==> src/rtl/dreno_caixa.sv <==
// Outlet-side water tank controller: opens Valve_S on demand and tracks the level downward.
// Optional dry-run alarm register is built when DRAIN_DRY_ALARM_EN is defined.
module dreno_caixa #(
  parameter int LEVEL_W     = 3,
  parameter int STEP_CYCLES = 4,
  parameter int MIN_LEVEL   = 1
) (
  input  logic               clock,
  input  logic               reset,
  input  logic               demand,
  input  logic               lower,
  input  logic               erro,
  input  logic               load,
  input  logic [LEVEL_W-1:0] level_in,
  output logic [LEVEL_W-1:0] count,
  output logic               Valve_S,
  output logic               empty,
  output logic               alarm
);

  localparam int STEP_W = (STEP_CYCLES > 1) ? $clog2(STEP_CYCLES) : 1;
  localparam logic [STEP_W-1:0]  STEP_LAST = STEP_W'(STEP_CYCLES - 1);
  localparam logic [LEVEL_W-1:0] MIN_LVL   = LEVEL_W'(MIN_LEVEL);

  typedef enum logic [1:0] {
    IDLE  = 2'd0,
    DRAIN = 2'd1,
    EMPTY = 2'd2,
    FAULT = 2'd3
  } state_t;

  state_t              state, state_nx;
  logic [STEP_W-1:0]   step, step_nx;
  logic [LEVEL_W-1:0]  count_nx;
  logic [LEVEL_W-1:0]  count_dec;
  logic                load_ok;

  assign count_dec = count - 1'b1;

  // Priority on every edge: erro > lower > load > demand.
  always_comb begin
    // NOTE: every variable gets a default first so no path leaves it unassigned (no latch).
    state_nx = state;
    count_nx = count;
    step_nx  = step;
    load_ok  = 1'b0;
    unique case (state)
      IDLE: begin
        if (erro) begin
          state_nx = FAULT;
        end else if (lower) begin
          state_nx = EMPTY;
          count_nx = '0;
        end else if (load) begin
          count_nx = level_in;
          load_ok  = 1'b1;
        end else if (demand && (count > MIN_LVL)) begin
          state_nx = DRAIN;
          step_nx  = '0;
        end
      end
      DRAIN: begin
        if (erro) begin
          state_nx = FAULT;
          step_nx  = '0;
        end else if (lower) begin
          state_nx = EMPTY;
          count_nx = '0;
          step_nx  = '0;
        end else if (!demand) begin
          state_nx = IDLE;
          step_nx  = '0;
        end else if (step == STEP_LAST) begin
          // Reaching the reserve closes the valve on the same edge as the decrement.
          count_nx = count_dec;
          step_nx  = '0;
          if (count_dec == MIN_LVL) state_nx = IDLE;
        end else begin
          step_nx = step + 1'b1;
        end
      end
      EMPTY: begin
        if (erro) begin
          state_nx = FAULT;
        end else if (load && !lower) begin
          state_nx = IDLE;
          count_nx = level_in;
          load_ok  = 1'b1;
        end
      end
      FAULT: begin
        if (!erro) state_nx = IDLE;
      end
      default: state_nx = IDLE;
    endcase
  end

  // Outputs are registered from the next-state decode so they change only with state.
  always_ff @(posedge clock or posedge reset) begin
    if (reset) begin
      state   <= IDLE;
      count   <= '0;
      step    <= '0;
      Valve_S <= 1'b0;
      empty   <= 1'b0;
    end else begin
      // NOTE: sequential state uses non-blocking assignments so all registers update together.
      state   <= state_nx;
      count   <= count_nx;
      step    <= step_nx;
      Valve_S <= (state_nx == DRAIN);
      empty   <= (state_nx == EMPTY);
    end
  end

`ifdef DRAIN_DRY_ALARM_EN
  logic alarm_q;

  // A fresh level from the inlet clears the dry-run condition; erro does not.
  always_ff @(posedge clock or posedge reset) begin
    if (reset) begin
      alarm_q <= 1'b0;
    end else if (load_ok) begin
      alarm_q <= 1'b0;
    end else if ((state == EMPTY) && demand) begin
      alarm_q <= 1'b1;
    end
  end

  assign alarm = alarm_q;
`else
  logic unused_load_ok;
  assign unused_load_ok = load_ok;
  assign alarm          = 1'b0;
`endif

endmodule

==> config.mk <==
export PLATFORM = sky130hd
export DESIGN_NAME = dreno_caixa
export DESIGN_NICKNAME = d
export VERILOG_FILES = /design/src/rtl/dreno_caixa.sv
export SDC_FILE = /design/constraint.sdc
export NUM_CORES = 1
export LEC_CHECK = 0
export ABC_AREA = 1
export CORE_AREA = 2 2 44 46
export CTS_CLUSTER_DIAMETER = 30
export DETAILED_ROUTE_END_ITERATION = 10
export DIE_AREA = 0 0 46 48
export GPL_TIMING_DRIVEN = 0
export PLACE_DENSITY_LB_ADDON = 0.05
export SLEW_MARGIN = 20
export SYNTH_ARGS = -nofsm -noshare
export SYNTH_HDL_FRONTEND = slang
export SYNTH_SLANG_ARGS = --single-unit
export TNS_END_PERCENT = 10
==> constraint.sdc <==
create_clock -name clock -period 2.3 [get_ports clock]
set_input_delay 0.345 -clock clock [delete_from_list [all_inputs] [get_ports clock]]
set_output_delay 0.345 -clock clock [all_outputs]
set_load 0.005 [all_outputs]
After elaboration in Yosys (flattened, before gate mapping)
Cells that the tools add are included.
{"block": "totals", "ff_bits": 9, "out_inout_bits": 6}
{"block": "op_classes", "n_mux": 32, "n_reduce_logical": 8, "n_lt_le_gt_ge": 1, "add_sub_neg": 2, "n_eq_ne": 17}
{"op": "2-bit two-way mux", "n": 20}
{"op": "3-bit two-way mux", "n": 9}
{"op": "2-bit != test (second input constant)", "n": 7}
{"op": "3-bit != test (second input constant)", "n": 3}
{"op": "3-bit case mux with 3 select lines", "n": 1}
{"op": "2-bit equality test (second input constant)", "n": 4}
{"op": "2-bit case mux with 4 select lines", "n": 1}
{"op": "8-bit AND reduction", "n": 1}
{"op": "5-bit AND reduction", "n": 1}
{"op": "2-bit by 1-bit equality test with 1-bit output (second input constant)", "n": 2}
{"op": "2-bit case mux with 2 select lines", "n": 1}
{"op": "3-bit by 1-bit equality test with 1-bit output (second input constant)", "n": 1}
{"op": "3-bit by 1-bit greater-than comparator with 1-bit output (second input constant)", "n": 1}
{"op": "3-bit nonzero test", "n": 1}
{"op": "3-bit by 1-bit subtractor with 3-bit output (second input constant)", "n": 1}
{"op": "2-bit by 1-bit adder with 2-bit output (second input constant)", "n": 1}
{"op": "1-bit logical AND", "n": 2}
{"op": "2-bit zero test", "n": 1}
{"op": "2-bit nonzero test", "n": 1}
{"op": "1-bit zero test", "n": 1}

Logic depth before layout (Yosys ltp)
{"block": "logic_depth", "depth_word": 9, "depth_mapped": 11, "mapped_depth_nobuf": 11}

Worst setup path before layout
Ideal clock, no wire load.
{"block": "synth_path", "path_type": "register to register", "startpoint": "register state[1]", "endpoint": "register count[2]", "path_slack_ns": 0.929, "setup_time_ns": 0.119, "period_less_slack_ns": 1.371, "stages_incl_launch_ff": 11, "arrival_time_ns": 1.252, "path_cell_list": "dfrtp_1 > inv_1 > ha_1 > inv_2 > nor2_2 > nand2_1 > o21ai_1 > nor2_1 > nand2_2 > nand2_1 > o21a_1"}
{"block": "synth_via", "elab_chain_cells": 3}
{"element": "start, declared", "line_no": "32", "rtl": "state_t state, state_nx;"}
{"element": "start signal, assigned", "line_no": "108", "rtl": "state <= state_nx;"}
{"element": "2-bit by 1-bit equality test with 1-bit output (tied with other cells)", "line_no": "47", "rtl": "unique case (state)"}
{"element": "3-bit != test (no line) (tied with other cells)"}
{"element": "8-bit AND reduction (no line)"}
{"element": "end signal, assigned", "line_no": "109", "rtl": "count <= count_nx;"}
{"element": "end, declared", "line_no": "15", "rtl": "output logic [LEVEL_W-1:0] count,"}
Several ways; a longest one is shown, not always the timed one.
A chain may end at the register's enable or synchronous reset.

Worst setup path in the final report
Same ends and word-level chain as after synthesis.

==> impl_metrics.py <==
metrics = {
    "outcome": {
        "status": "finished clean",
    },
    "grt": {
        "grt_use_total_pct": 16.6,
        "grt_start_max_net_pins": 10,
        "antenna_found_initial": 0,
        "grt_pass1_wl_um": 2550,
        "grt-ovfl-total": 0,
        "grt_pass1_vias": 671,
    },
    "clocking": {
        "clk_latency_ns": 0.25,
        "cts_resized": 0,
        "cts.htree.levels": 1,
        "clock_sinks": 9,
        "cts_tree": "yes",
        "clk_path_buf_depth": 2,
        "postCtsHoldBufs": 0,
        "root_buffer": "clkbuf_4",
        "clk_pin_slew_ns": 0.05,
        "numCtsBuffers": 3,
        "post-cts-setup-buffers": 0,
    },
    "critical_path": {
        "worstSetupStartpointType": "flip-flop",
        "critical_path_class": "flip-flop to flip-flop",
        "crit_path_max_fanout": 6,
        "cp.required_ns": 2.44,
        "arrival_ns": 1.72,
        "cp-end-kind": "flip-flop",
    },
    "routing": {
        "via_count": 715,
        "ant_nets": 0,
        "wire_per_inst_um": 10.7,
        "drtIter0Drc": 16,
        "viasPerCell": 5.00,
        "dr.pass1.iters": 4,
        "wl_um": 1520,
        "drc": 0,
    },
    "pwr": {
        "p_leak_nw": 0.480,
        "power_density_nw_per_um2": 1190,
        "vdd_drop_max_v": 0.000627,
    },
    "place": {
        "dp_hpwl_um": 1250,
        "placed_cells": 139,
        "portBuffers": 13,
        "gp_congestion": 0.823,
    },
    "floorplanning": {
        "die_x_um": 46,
        "die-area_um2": 2210,
        "initial_core_util_pct": 43.5,
        "fp-row-count": 15,
        "die_h_um": 48,
        "core-area_um2": 1690,
        "io_pins": 15,
    },
    "flow_run": {
        "cap_violations": 0,
    },
    "logic_synthesis": {
        "synth-seq-area-share_pct": 30.7,
        "avgSynthCellArea_um2": 6.74,
        "syn_area_um2": 734,
        "synth_fp_nets": 126,
        "synth_cell_types": 21,
        "yosys_register_bits": 9,
        "netlist_instances": 109,
        "yosys_warnings": 0,
    },
    "cells_and_area": {
        "drive_gt1_share_pct": 7.94,
        "fillers": 170,
        "most-common-layout-cells": "nand2_1 (29), inv_1 (16), clkdlybuf4s50_1 (13), nor2_1 (12), dfrtp_1 (9)",
        "final_common_cell": "nand2_1",
        "synthToLayoutAreaGrowth_pct": 24.2,
        "diodes": 0,
        "final_cells": 143,
        "fin_nets": 144,
    },
    "timing": {
        "final.period_utilization_pct": 68.7,
        "final-hold-violation-count": 0,
        "fin_tns_setup_ns": 0,
        "setup-violations-final": 0,
        "finalClockSkew_ns": 0.000635,
        "maxSlewViolCount": 0,
        "rsz0062_at_grt": "no",
        "fmax_ghz": 0.633,
        "fin_crit_ns": 1.58,
    },
    "worst_hold_path": {
        "hold_path.class": "input port to async pin",
    },
}
-- critical path, stage by stage (launching register included) --
cell,delay [ns]
dfrtp_1,0.42
inv_1,0.09
ha_1,0.24
inv_2,0.07
nor2_2,0.15
nand2_1,0.07
o21ai_1,0.08
nor2_1,0.06
nand2_2,0.11
nand2_1,0.07
o21a_1,0.11
-- layout make-up --
type / instances / area [um2] / share of cell area [%]
sequential: 9 / 225 / 24.7
inverter: 18 / 67.6 / 7.41
multi-input combinational: 81 / 434 / 47.6
buffer: 1 / 7.51 / 0.823
tap: 17 / 21.3 / 2.33
clock buffer: 4 / 26.3 / 2.88
timing repair buffer: 13 / 130 / 14.3
-- through the flow --
step                utilization, %  hold slack, ns  setup WS, ns  total power, W  cell area, um2
floorplan                        -           0.173         0.929        0.000757             734
CTS                           54.0           0.333         0.718         0.00110             912
finish                        54.0           0.332         0.719         0.00109             912
detailed placement            52.4           0.495         0.523        0.000980             886
global route                  54.0           0.344         0.537         0.00122             912
global placement              52.4           0.495         0.532        0.000972             886
-- state kept, by name (all words and copies together) (netlist names) --
| register | flops |
|---|---|
| Valve_S | 1 |
| count | 3 |
| state | 2 |
| empty | 1 |
| step | 2 |
-- path summary, 6_finish.rpt --
check	slack [ns]	to	depth (start not counted)	start
min in group clock	0.50	step[1]	2	step[1]
max	0.72	count[2]	10	state[1]
min	0.33	step[0]	2	reset
min reg2reg	0.50	step[1]	2	step[1]
max in group asynchronous	1.74	count[2]	2	reset
max reg2reg	0.72	count[2]	10	state[1]
-- logic make-up after synthesis --
| family | Yosys count | synth area share [%] |
|---|---|---|
| simple gates | 55 | 32.0 |
| fa+ha+maj | 8 | 13.6 |
| flops | 9 | 30.7 |
| buf+inv | 19 | 10.2 |
| other cells | 1 | 0.511 |
| compound gates | 17 | 12.9 |
-- cell usage after synthesis (all sizes together) --
| master | n | area share, % |
|---|---|---|
| o22ai | 2 | 1.7 |
| inv | 18 | 9.2 |
| o21ai | 5 | 3.4 |
| nand2 | 30 | 16 |
| a21oi | 7 | 4.8 |
| buf | 1 | 1.0 |
| nand4 | 1 | 0.85 |
| o211ai | 2 | 2.0 |
| conb | 1 | 0.51 |
| o21a | 1 | 1.0 |
| dfrtp | 9 | 31 |
| ha | 8 | 14 |
| nor3 | 1 | 0.68 |
| and2 | 1 | 0.85 |
| nand3 | 8 | 6.1 |
| nor2 | 14 | 7.8 |
-- layer usage --
metal / wire (um) / vias up / global-route usage (%)
met2: 657 / 18 / 25.8
met3: 72 / 4 / 1.13
li1: - / 380 / -
met4: 34 / 0 / 12.6
met1: 758 / 313 / 21.4
met5: 0 / - / 0
-- power by group --
| part | leakage (nW) | switching, W | internal, W |
|---|---|---|---|
| sequential | 0.113 | 0.0000539 | 0.000225 |
| clock | 0.0150 | 0.0000481 | 0.0000664 |
| combinational | 0.352 | 0.000402 | 0.000292 |
(Power assumes the default switching activity.)
